<file path="config.mk">
export PLATFORM = sky130hd
export DESIGN_NAME = uart_rx_os
export DESIGN_NICKNAME = d
export VERILOG_FILES = /design/src/rtl/uart_pkg.sv /design/src/rtl/uart_baud_tick.sv /design/src/rtl/uart_rx_os.sv
export SDC_FILE = /design/constraint.sdc
export NUM_CORES = 1
export LEC_CHECK = 0
export ABC_AREA = 1
export CORE_MARGIN = 2
export CORE_UTILIZATION = 55
export CTS_CLUSTER_SIZE = 25
export DETAILED_ROUTE_END_ITERATION = 6
export GPL_ROUTABILITY_DRIVEN = 1
export PLACE_DENSITY = 0.77
export SKIP_CTS_REPAIR_TIMING = 1
export SLEW_MARGIN = 0
export SYNTH_ARGS = -nofsm -noshare
export SYNTH_HDL_FRONTEND = slang
export SYNTH_SLANG_ARGS = --single-unit
</file>
<file path="constraint.sdc">
create_clock -name clk -period 1.6 [get_ports clk]
set_input_delay 0.48 -clock clk [delete_from_list [all_inputs] [get_ports clk]]
set_output_delay 0.48 -clock clk [all_outputs]
set_load 0.02 [all_outputs]
</file>
<file path="src/rtl/uart_pkg.sv">
// Shared UART definitions: receiver FSM state encoding, legal parameter
// ranges, the sample-tick divider calculation and the parity helper.
package uart_pkg;

    // Receiver frame-walk states; ST_PARITY is only entered when parity is built in.
    typedef enum logic [2:0] {
        ST_IDLE   = 3'd0,
        ST_START  = 3'd1,
        ST_DATA   = 3'd2,
        ST_PARITY = 3'd3,
        ST_STOP   = 3'd4
    } uart_state_e;

    localparam int DATA_BITS_MIN  = 32'sd5;
    localparam int DATA_BITS_MAX  = 32'sd9;
    localparam int OVERSAMPLE_MIN = 32'sd8;
    localparam int OVERSAMPLE_MAX = 32'sd16;

    // Clocks per sample tick, rounded to nearest and never below one.
    function automatic int calc_div(input int clk_freq, input int baud, input int oversample);
        int denom;
        int quot;
        denom = baud * oversample;
        quot  = (clk_freq + (denom / 32'sd2)) / denom;
        return (quot < 32'sd1) ? 32'sd1 : quot;
    endfunction

    // Expected parity bit for a zero-extended payload (odd selects odd parity).
    function automatic logic parity_bit(input logic [DATA_BITS_MAX-1:0] data, input logic odd);
        return (^data) ^ odd;
    endfunction

endpackage

</file>
<file path="src/rtl/uart_baud_tick.sv">
// Free-running sample-tick generator: one-clk tick every DIV clocks.
// Shared between the UART receiver and transmitter.
module uart_baud_tick #(
    parameter int DIV = 32'sd10
) (
    input  logic clk,
    input  logic rst,
    output logic tick
);

    localparam int            CW   = (DIV > 32'sd1) ? $clog2(DIV) : 32'sd1;
    localparam logic [CW-1:0] LAST = CW'(DIV - 32'sd1);

    logic [CW-1:0] cnt_r;
    logic          tick_r;

    // Divider counter wraps at DIV-1 and emits a registered one-clk tick.
    always_ff @(posedge clk) begin
        if (rst) begin
            cnt_r  <= '0;
            tick_r <= 1'b0;
        end else if (cnt_r == LAST) begin
            cnt_r  <= '0;
            tick_r <= 1'b1;
        end else begin
            cnt_r  <= cnt_r + 1'b1;
            tick_r <= 1'b0;
        end
    end

    assign tick = tick_r;

endmodule

</file>
<file path="src/rtl/uart_rx_os.sv">
// Oversampling UART receiver with valid/ready output handshake.
// Optional parity checking is built in when UART_RX_PARITY_EN is defined,
// which adds parameter PARITY_ODD and output parity_err.
module uart_rx_os
    import uart_pkg::*;
#(
    parameter int CLK_FREQ   = 32'sd1_000_000,
    parameter int BAUD       = 32'sd9600,
    parameter int DATA_BITS  = 32'sd8,
    parameter int OVERSAMPLE = 32'sd16
`ifdef UART_RX_PARITY_EN
    ,
    parameter bit PARITY_ODD = 1'b0
`endif
) (
    input  logic                 clk,
    input  logic                 rst,
    input  logic                 rx,
    input  logic                 ready_rx,
    output logic [DATA_BITS-1:0] dout_rx,
    output logic                 valid_rx,
    output logic                 frame_err,
    output logic                 overrun_err
`ifdef UART_RX_PARITY_EN
    ,
    output logic                 parity_err
`endif
);

    localparam int             DIV       = calc_div(CLK_FREQ, BAUD, OVERSAMPLE);
    localparam int             SCW       = $clog2(OVERSAMPLE);
    localparam int             BCW       = $clog2(DATA_BITS_MAX);
    localparam logic [SCW-1:0] HALF_LAST = SCW'((OVERSAMPLE / 32'sd2) - 32'sd1);
    localparam logic [SCW-1:0] FULL_LAST = SCW'(OVERSAMPLE - 32'sd1);
    localparam logic [BCW-1:0] BIT_LAST  = BCW'(DATA_BITS - 32'sd1);

    logic                 rx_meta_r;
    logic                 rx_sync_r;
    logic                 tick_s;

    uart_state_e          state_r;
    uart_state_e          state_nx_s;
    logic [SCW-1:0]       samp_cnt_r;
    logic [SCW-1:0]       samp_cnt_nx_s;
    logic [BCW-1:0]       bit_cnt_r;
    logic [BCW-1:0]       bit_cnt_nx_s;
    logic [DATA_BITS-1:0] shift_r;
    logic [DATA_BITS-1:0] shift_nx_s;
    logic                 par_bad_r;
    logic                 par_bad_nx_s;

    logic                 accept_s;
    logic                 frame_fail_s;
    logic                 parity_fail_s;

    logic [DATA_BITS-1:0] dout_r;
    logic                 valid_r;
    logic                 frame_err_r;
    logic                 overrun_err_r;
    logic                 parity_err_r;

    uart_baud_tick #(
        .DIV (DIV)
    ) u_tick (
        .clk  (clk),
        .rst  (rst),
        .tick (tick_s)
    );

    // Two-flop synchronizer for the asynchronous line; idles at mark (1).
    always_ff @(posedge clk) begin
        if (rst) begin
            rx_meta_r <= 1'b1;
            rx_sync_r <= 1'b1;
        end else begin
            rx_meta_r <= rx;
            rx_sync_r <= rx_meta_r;
        end
    end

    // Frame-walk state and counters.
    always_ff @(posedge clk) begin
        if (rst) begin
            state_r    <= ST_IDLE;
            samp_cnt_r <= '0;
            bit_cnt_r  <= '0;
            shift_r    <= '0;
            par_bad_r  <= 1'b0;
        end else begin
            state_r    <= state_nx_s;
            samp_cnt_r <= samp_cnt_nx_s;
            bit_cnt_r  <= bit_cnt_nx_s;
            shift_r    <= shift_nx_s;
            par_bad_r  <= par_bad_nx_s;
        end
    end

    // Next-state logic: every decision is taken on a sample tick; the start
    // bit is checked at half a bit, all later bits at their centres.
    always_comb begin
        state_nx_s    = state_r;
        samp_cnt_nx_s = samp_cnt_r;
        bit_cnt_nx_s  = bit_cnt_r;
        shift_nx_s    = shift_r;
        par_bad_nx_s  = par_bad_r;
        accept_s      = 1'b0;
        frame_fail_s  = 1'b0;
        parity_fail_s = 1'b0;

        case (state_r)
            ST_IDLE: begin
                if (tick_s && !rx_sync_r) begin
                    state_nx_s    = ST_START;
                    samp_cnt_nx_s = '0;
                    par_bad_nx_s  = 1'b0;
                end else begin
                    state_nx_s    = ST_IDLE;
                end
            end

            ST_START: begin
                if (tick_s) begin
                    if (samp_cnt_r == HALF_LAST) begin
                        samp_cnt_nx_s = '0;
                        bit_cnt_nx_s  = '0;
                        // A line already back at mark was a glitch: drop silently.
                        state_nx_s    = rx_sync_r ? ST_IDLE : ST_DATA;
                    end else begin
                        samp_cnt_nx_s = samp_cnt_r + 1'b1;
                    end
                end else begin
                    state_nx_s = ST_START;
                end
            end

            ST_DATA: begin
                if (tick_s) begin
                    if (samp_cnt_r == FULL_LAST) begin
                        samp_cnt_nx_s = '0;
                        shift_nx_s    = {rx_sync_r, shift_r[DATA_BITS-1:1]};
                        if (bit_cnt_r == BIT_LAST) begin
                            bit_cnt_nx_s = '0;
`ifdef UART_RX_PARITY_EN
                            state_nx_s   = ST_PARITY;
`else
                            state_nx_s   = ST_STOP;
`endif
                        end else begin
                            bit_cnt_nx_s = bit_cnt_r + 1'b1;
                        end
                    end else begin
                        samp_cnt_nx_s = samp_cnt_r + 1'b1;
                    end
                end else begin
                    state_nx_s = ST_DATA;
                end
            end

            ST_PARITY: begin
`ifdef UART_RX_PARITY_EN
                if (tick_s) begin
                    if (samp_cnt_r == FULL_LAST) begin
                        samp_cnt_nx_s = '0;
                        state_nx_s    = ST_STOP;
                        // A bad frame still walks through its stop bit so the
                        // next start edge is found cleanly.
                        if (rx_sync_r != parity_bit(DATA_BITS_MAX'(shift_r), PARITY_ODD)) begin
                            par_bad_nx_s  = 1'b1;
                            parity_fail_s = 1'b1;
                        end else begin
                            par_bad_nx_s  = 1'b0;
                        end
                    end else begin
                        samp_cnt_nx_s = samp_cnt_r + 1'b1;
                    end
                end else begin
                    state_nx_s = ST_PARITY;
                end
`else
                state_nx_s = ST_IDLE;
`endif
            end

            ST_STOP: begin
                if (tick_s) begin
                    if (samp_cnt_r == FULL_LAST) begin
                        // Leave at stop-bit centre so a back-to-back start edge is caught.
                        samp_cnt_nx_s = '0;
                        state_nx_s    = ST_IDLE;
                        if (!rx_sync_r) begin
                            frame_fail_s = 1'b1;
                        end else if (!par_bad_r) begin
                            accept_s     = 1'b1;
                        end else begin
                            accept_s     = 1'b0;
                        end
                    end else begin
                        samp_cnt_nx_s = samp_cnt_r + 1'b1;
                    end
                end else begin
                    state_nx_s = ST_STOP;
                end
            end

            default: begin
                state_nx_s    = ST_IDLE;
                samp_cnt_nx_s = '0;
                bit_cnt_nx_s  = '0;
            end
        endcase
    end

    // Output holding register, handshake and one-clk error pulses.
    always_ff @(posedge clk) begin
        if (rst) begin
            dout_r        <= '0;
            valid_r       <= 1'b0;
            frame_err_r   <= 1'b0;
            overrun_err_r <= 1'b0;
            parity_err_r  <= 1'b0;
        end else begin
            frame_err_r   <= frame_fail_s;
            parity_err_r  <= parity_fail_s;
            overrun_err_r <= 1'b0;
            if (accept_s) begin
                // Consumer taking the old word this clk frees the slot for the new one.
                if (!valid_r || ready_rx) begin
                    dout_r  <= shift_r;
                    valid_r <= 1'b1;
                end else begin
                    overrun_err_r <= 1'b1;
                end
            end else if (valid_r && ready_rx) begin
                valid_r <= 1'b0;
            end else begin
                valid_r <= valid_r;
            end
        end
    end

    assign dout_rx     = dout_r;
    assign valid_rx    = valid_r;
    assign frame_err   = frame_err_r;
    assign overrun_err = overrun_err_r;
`ifdef UART_RX_PARITY_EN
    assign parity_err  = parity_err_r;
`else
    // Parity never fails without a parity bit; register kept for uniform reset.
    logic unused_parity_s;
    assign unused_parity_s = parity_err_r;
`endif

endmodule

</file>
# == Yosys cells after proc, flatten, opt, wreduce, memory -nomap -nowiden ==
# Cells that the tools add are included.
# totals
word_cells,90
in_bits,4
reg_bits,36
out_inout_bits,11
# classes
n_eq_ne,19
n_addsub,3
n_bitwise,6
mux,32
n_reduce_logical,18
# ops
operator,count
$mux W4,10
$mux W3,7
$pmux W4 S4,1
$ne A3 B3 Y1 const B,4
$pmux W3 S4,1
$pmux W4 S3,1
$mux W1,11
$add A4 B1 Y4 const B,2
$eq A4 B3 Y1 const B,2
$ne A2 B1 Y1 const B,4
$reduce_and A4 Y1,2
$eq A3 B2 Y1 const B,2
$eq A3 B3 Y1 const B,2
$ne A2 B2 Y1 const B,3
$not A1 Y1,6
$reduce_or A2 Y1,3
$reduce_and A5 Y1,1
$eq A4 B4 Y1 const B,1
$reduce_and A2 Y1,2
$reduce_or A4 Y1,1
$add A3 B1 Y3 const B,1
$eq A3 B1 Y1 const B,1
$logic_not A3 Y1,1
$reduce_and A3 Y1,1
6 further kinds,8

# == Longest topological paths before layout ==
# Gate-level depths: netlist (run 1).
# logic_depth
ltp_word,6
ltp_mapped,10
mapped_depth_nobuf,10

# == By module ==
# From an unflattened synthesis (run 1), not the netlist that was laid out.
# hier_totals
cells_unflattened,242
hier_area_um2,1680.4
# modules_own_cells
module,instances,cells_each,seq_area_each_um2,area_per_inst_um2
uart_rx_os,1,223,640.6,1521.5
uart_baud_tick,1,19,80.1,158.9

# == Least setup slack after synthesis (run 1) ==
# Ideal clock, no wire load.
# synth_path
path_kind,reg2reg
startpoint,register samp_cnt_r[0]
endpoint,"register dout_r[0], in the netlist dout_rx[0]"
stages_incl_launch_ff,7
arrival_ps,1315
path_buffers,0
setup_ps,116
period_less_slack_ps,1431
t_required_ps,1484
setup_slack_ps,169
cell_sequence,dfxtp_1 -> ha_1 -> nand3_1 -> nor2_1 -> nand3_4 -> o21ai_0 -> nor2_1
# synth_via
elab_chain_len,5
# synth_lines
item,line,rtl
from (decl),uart_rx_os.sv:43,logic [SCW-1:0] samp_cnt_r;
from (signal assigned),uart_rx_os.sv:91,samp_cnt_r <= samp_cnt_nx_s;
$eq A4 B4 Y1,uart_rx_os.sv:186,if (samp_cnt_r == FULL_LAST) begin
$mux W1,uart_rx_os.sv:186,
$mux W1,uart_rx_os.sv:185,if (tick_s) begin
$mux W1,uart_rx_os.sv:110,case (state_r)
$reduce_and A2 Y1 (no line),n/a,
to (signal assigned),uart_rx_os.sv:228,dout_r <= shift_r;
to (decl),uart_rx_os.sv:56,logic [DATA_BITS-1:0] dout_r;
# No other way between the ends.
# A chain may end at the register's enable or synchronous reset.

# == Worst setup path after layout (run 1) ==
# layout_path
startpoint,register samp_cnt_r[1]
endpoint,register shift_r[3]
# layout_via
elab_chain_len,2
# layout_lines
item,line,rtl
$eq A4 B4 Y1,uart_rx_os.sv:138,if (samp_cnt_r == FULL_LAST) begin
$reduce_and A3 Y1 (no line),n/a,
to (signal assigned),uart_rx_os.sv:93,shift_r <= shift_nx_s;
to (decl),uart_rx_os.sv:47,logic [DATA_BITS-1:0] shift_r;
# No other way between the ends.

==> results of run 1 <==
==> through the flow <==
| stage | utilization | setup TNS [ns] | cells | area (um^2) |
|---|---|---|---|---|
| CTS | 0.6988 | -1.795 | 298 | 1977 |
| finish | 0.7165 | 0 | 298 | 2027 |
| detailed placement | 0.6789 | -0.02944 | 290 | 1921 |
| floorplan | - | 0 | 237 | 1670 |
| global placement | 0.6789 | 0 | 290 | 1921 |
| global route | 0.7165 | -0.006909 | 298 | 2027 |
==> report_power, final <==
group / switching, mW / leakage [nW] / internal (mW)
registers: 0.00568 / 0.292 / 0.905
clock network: 0.313 / 0.0349 / 0.169
logic: 0.0329 / 0.752 / 0.0294
==> metal layers <==
layer	part of all wire	GRT usage	vias up
met5	0	0	-
met4	0.016	0.08766	0
met3	0.036	0.04585	7
met2	0.47	0.3540	26
met1	0.48	0.2824	669
li1	-	-	814
==> critical path, cell delays in order (launching register included) <==
cell	delay, ns
dfxtp_2	0.36
ha_2	0.18
nand3_1	0.15
buf_4	0.18
inv_1	0.07
nand2_2	0.12
o21ai_0	0.23
nor2_1	0.06
==> final timing paths <==
kind	startpoint	to
worst min-delay path	rx_sync_r	frame_err
worst max-delay path	samp_cnt_r[1]	shift_r[3]
worst min register to register	rx_sync_r	frame_err
worst max register to register	samp_cnt_r[1]	shift_r[3]
==> cell usage after synthesis, drive strengths merged <==
cell type	number	share of area
a21oi	7	0.021
a22oi	1	0.0045
a32oi	1	0.0052
clkbuf	3	0.0067
clkinv	1	0.0052
dfxtp	36	0.43
ha	4	0.030
inv	26	0.058
nand2	46	0.11
nand3	20	0.070
nand4	3	0.011
nor2	61	0.15
nor3	3	0.0090
o21ai	20	0.062
or2	2	0.0075
xnor2	2	0.010
xor2	1	0.0052
==> final cells by class <==
cell class                      instances  area (um^2)  area share
Timing Repair Buffer                   25        250.2      0.1235
Tap cell                               31        38.79     0.01914
Multi-Input combinational cell        171        849.6      0.4191
Clock inverter                          3        18.77    0.009259
Clock buffer                            5        37.54     0.01852
Inverter                               27        108.9     0.05370
Sequential cell                        36        723.2      0.3568
==> flip-flops by register name, summed over array words and instances, names as in the netlist <==
register      flops
bit_cnt_r         4
dout_rx           8
frame_err         1
overrun_err       1
rx_meta_r         1
rx_sync_r         1
samp_cnt_r        4
shift_r           8
state_r           3
u_tick.cnt_r      3
u_tick.tick       1
valid_rx          1
==> logic make-up (layout without fill, tap and decap cells) <==
kind of cell / after synthesis / after routing / share of synthesized area
fa+ha+maj: 4 / 4 / 0.02996
compound gates: 29 / 29 / 0.09288
simple gates: 135 / 135 / 0.3595
flops: 36 / 36 / 0.4315
buf+inv: 30 / 60 / 0.07041
xor+xnor: 3 / 3 / 0.01573
==> reports/qor.yml, run 1 <==
layout:
  drive_above_1_share: 0.1610
  antenna_cells: 0
  fillCellCount: 248
  area_growth_pct: 21.35
  nets: 274
  layout_common_cells: "54 x nor2_1, 42 x nand2_1, 34 x dfxtp_1, 22 x inv_1, 18 x nand3_1"
  final_common_cell: "nor2_1"
min_path:
  min-delay-path-class: "flop to flop"
  min_delay_path_depth: 1
global_routing:
  grt_start_max_net_pins: 13
  antenna_found_initial: 0
  gr-total-overflow: 0
  grt_usage: 0.2178
  grt_pass1_vias: 1345
  grt_pass1_wl_um: 5768
logic_synthesis:
  synth_cell_types: 25
  synth-seq-cells: 36
  synthesis.instances: 237
  synth_nets: 245
  netlist_area_um2: 1670
  ys_seq_area_frac: 0.4315
  syn_avg_cell_area_um2: 7.048
  yosys_warnings: 0
route:
  wire_per_inst_um: 11.16
  drt.antenna.violating_nets: 0
  drt_iter0_drc: 81
  drtPass1Iterations: 4
  num_vias: 1516
  drc: 0
  drt-total-wl_um: 3326
  avgViaCountPerCell: 5.087
place:
  dp_hpwl_um: 2492
  port_buffers: 14
  place_ws_ns: -0.02131
  gp_congestion: 0.8467
setup_path:
  cp-start-kind: "flop"
  crit_fanout: 8
  critPathRequiredTime_ns: 1.83
  path_class: "flop to flop"
  reg2reg_setup_slack_ns: 0.14
  rr_worst_depth: 7
  cp-end-kind: "flop"
  arrival_ns: 1.69
clock_network:
  cts_made_buffers: 5
  clk_latency_ns: 0.34
  cts_tree: "yes"
  htree_levels: 2
  clk_path_buf_depth: 2
  cts_num_sinks: 36
  clk_pin_slew_worst_paths_ns: 0.12
  root_buffer: "clkbuf_4"
die:
  fp-row-count: 19
  die_y_um: 59.11
  io_pins: 15
  die_w_um: 59.11
  core_um2: 2829
  start_util: 0.5904
  die_area_um2: 3494
sta:
  tightest_slew_ns: 0.3525
  holdWs_ns: 0.4202
  clock.fmax_mhz: 685.0
  finalCritPeriodShare: 0.9124
  period_needed_ns: 1.460
  slew_viol_final: 0
  worst_slack_ns: 0.1402
  finalSetupViolations: 0
  finalHoldViolCount: 0
  skew_ns: 0.008088
  slew_headroom: 0.7625
power_and_ir_drop:
  design_power_total_mw: 1.456
  total_leakage_power_nw: 1.079
  vdd_drop_max_v: 0.0007227
  powerDensity_nw_per_um2: 718.1
flow_run:
  drv_cap: 0
run_status:
  status: "finished clean"
No activity file was read; power rests on OpenSTA's default activity.
==> inputs of run 2 (changes only) <==
--- a/config.mk
+++ b/config.mk
@@ -12,6 +12,7 @@
 export DETAILED_ROUTE_END_ITERATION = 6
 export GPL_ROUTABILITY_DRIVEN = 1
 export PLACE_DENSITY = 0.77
+export SETUP_SLACK_MARGIN = 0.3
 export SKIP_CTS_REPAIR_TIMING = 1
 export SLEW_MARGIN = 0
 export SYNTH_ARGS = -nofsm -noshare
==> run 2 against run 1 <==
Compared with the run above: fmax is 6.8% higher; critical path type unchanged; sequential power is 0.8% lower; via count increased by 6.4%; clock power grew 30%; first-iteration DRC count shrank 9.9%; highest routed layer unchanged; combinational power rose by 7.6%; setup slack improved by 0.093 ns.
==> reports/qor.yml, run 2 (synthesis results as in run 1) <==
run_status:
  status: "finished clean"
global_routing:
  grt_pass1_vias: 1412  # +5.0%
  antenna_found_initial: 0  # unchanged
  busiest_layer: "met2"
  use_met1: 0.2842  # +0.001784
  grt_start_max_net_pins: 12  # -1
  gr-total-overflow: 0  # unchanged
  use_met2: 0.3667  # +0.01270
  grt_pass1_wl_um: 5961  # +3.3%
  gr-usage-met3: 0.04148  # -0.004367
  grt_usage: 0.2250  # +0.007162
sta:
  tightest_slew_ns: 0.3779  # +0.02535 ns
  slew_headroom: 0.7454  # -0.01708
  worst_slack_ns: 0.2327  # +0.09251 ns
  slew_viol_final: 0  # unchanged
  finalCritPeriodShare: 0.8546  # -0.05782
  finalSetupViolations: 0  # unchanged
  holdWs_ns: 0.4201  # -0.0001460 ns
  clock.fmax_mhz: 731.4  # +6.8%
  finalHoldViolCount: 0  # unchanged
  period_needed_ns: 1.367  # -0.09251 ns
  grt_setup_unrepaired: "true"
  skew_ns: 0.01016  # +0.002077 ns
place:
  dpl_cell_area_um2: 1911  # -0.52%
  dp_hpwl_um: 2472  # -0.82%
  placedCellCount: 287  # -1.0%
  port_buffers: 14  # unchanged
  gp_congestion: 0.8685  # +2.6%
  place_ws_ns: 0.008971  # +0.03028 ns
power_and_ir_drop:
  vdd_drop_max_v: 0.0005182  # -28%
  total_leakage_power_nw: 0.9639  # -11%
  powerDensity_nw_per_um2: 719.6  # +0.21%
layout:
  antenna_cells: 0  # unchanged
  fillCellCount: 200  # -19%
  final_area_um2: 2221  # +9.6%
  multiInputGateArea_um2: 989.7  # +16%
  drive_above_1_share: 0.3493  # +0.1882
  nets: 279  # +1.8%
  final_cells: 303  # +1.7%
  final_common_cell: "nor2_1"
  area_growth_pct: 32.96
  fin_util: 0.7851  # +0.06855
  layout_common_cells: "47 x nor2_1, 37 x nand2_1, 20 x dfxtp_1, 18 x inv_1, 16 x nand3_1"
  register_area_um2: 750.7  # +3.8%
clock_network:
  clk_latency_ns: 0.35  # about the same
  cts_num_sinks: 36  # unchanged
  cts_made_buffers: 5  # unchanged
  cts_tree: "yes"
  htree_levels: 2  # unchanged
  root_buffer: "clkbuf_4"
  clk_path_buf_depth: 2  # unchanged
  clk_pin_slew_worst_paths_ns: 0.11  # about the same
setup_path:
  arrival_ns: 1.61  # -0.08 ns
  crit_fanout: 7  # -1
  path_class: "flop to flop"
  cp-end-kind: "flop"
  cp-start-kind: "flop"
  critPathRequiredTime_ns: 1.85  # +0.02 ns
die:
  core_um2: 2829  # unchanged
  die_y_um: 59.11  # unchanged
  die_w_um: 59.11  # unchanged
  die_area_um2: 3494  # unchanged
  fp-row-count: 19  # unchanged
  io_pins: 15  # unchanged
  start_util: 0.5904  # unchanged
route:
  num_vias: 1613  # +6.4%
  avgViaCountPerCell: 5.323  # +4.6%
  drt.antenna.violating_nets: 0  # unchanged
  drt-total-wl_um: 3968  # +19%
  drt_iter0_drc: 73  # -9.9%
  wire_per_inst_um: 13.10  # +17%
  drtPass1Iterations: 4  # unchanged
  drc: 0  # unchanged
flow_run:
  drv_cap: 0  # unchanged
min_path:
  min-delay-path-class: "flop to flop"
run 2: cell types whose count changed in the layout (fill, tap and decap cells not counted), moves of 4 or more:
| cell | delta |
|---|---|
| o21ai_1 | +9 |
| dfxtp_1 | -14 |
| nand2_1 | -5 |
| buf_6 | +9 |
| nor2_1 | -7 |
| o21ai_0 | -12 |
| dfxtp_2 | +10 |
| inv_1 | -4 |
| dlymetal6s2s_1 | -11 |
| nor2_4 | +5 |
| dfxtp_4 | +4 |
run 2: cell type report:
class | instances | share of cell area
Multi-Input combinational cell | 173 | 0.4456
Sequential cell | 36 | 0.3380
Timing Repair Buffer | 27 | 0.1087
Inverter | 27 | 0.05239
Clock buffer | 6 | 0.01859
Tap cell | 31 | 0.01746
Clock inverter | 2 | 0.01577
Timing Repair inverter | 1 | 0.003380
run 2: final timing paths:
check	from	to	slack (ns)	cells past startpoint
worst max-delay path	samp_cnt_r[1]	dout_rx[6]	0.23	6
worst min-delay path	rx_meta_r	rx_sync_r	0.42	1
worst max register to register	samp_cnt_r[1]	dout_rx[6]	0.23	6
worst min register to register	rx_meta_r	rx_sync_r	0.42	1
run 2: worst max-delay path, cell delays in order (launching register included):
cell     delay [ns]
dfxtp_4        0.39
ha_4           0.17
nand3_4        0.16
nor2_4         0.20
nand3_2        0.16
o21ai_2        0.15
nor2_1         0.04
run 2: layer usage:
layer	wire, um	part of all wire	up-vias
li1	-	-	831
met1	1745	0.44	729
met2	1909	0.48	41
met3	209	0.053	12
met4	103	0.026	0
met5	0	0	-
run 2: where the power goes:
group          switching [mW]  internal (mW)
sequential            0.00598          0.898
clock                   0.300          0.327
combinational          0.0354         0.0314
total                   0.341           1.26
run 2: metrics by stage:
stage               TNS [ns]  total power, mW
global placement           0           0.9904
global route               0            1.662
floorplan                  0           0.9664
detailed placement         0           0.9939
CTS                   -1.909            1.614
finish                     0            1.598
==> inputs of run 3 (changes only) <==
--- a/config.mk
+++ b/config.mk
@@ -14,7 +14,6 @@
 export PLACE_DENSITY = 0.77
 export SETUP_SLACK_MARGIN = 0.3
 export SKIP_CTS_REPAIR_TIMING = 1
-export SLEW_MARGIN = 0
 export SYNTH_ARGS = -nofsm -noshare
 export SYNTH_HDL_FRONTEND = slang
 export SYNTH_SLANG_ARGS = --single-unit
==> results of run 3 <==
No change in the layout: final DEF, timing and power equal those of run 2.
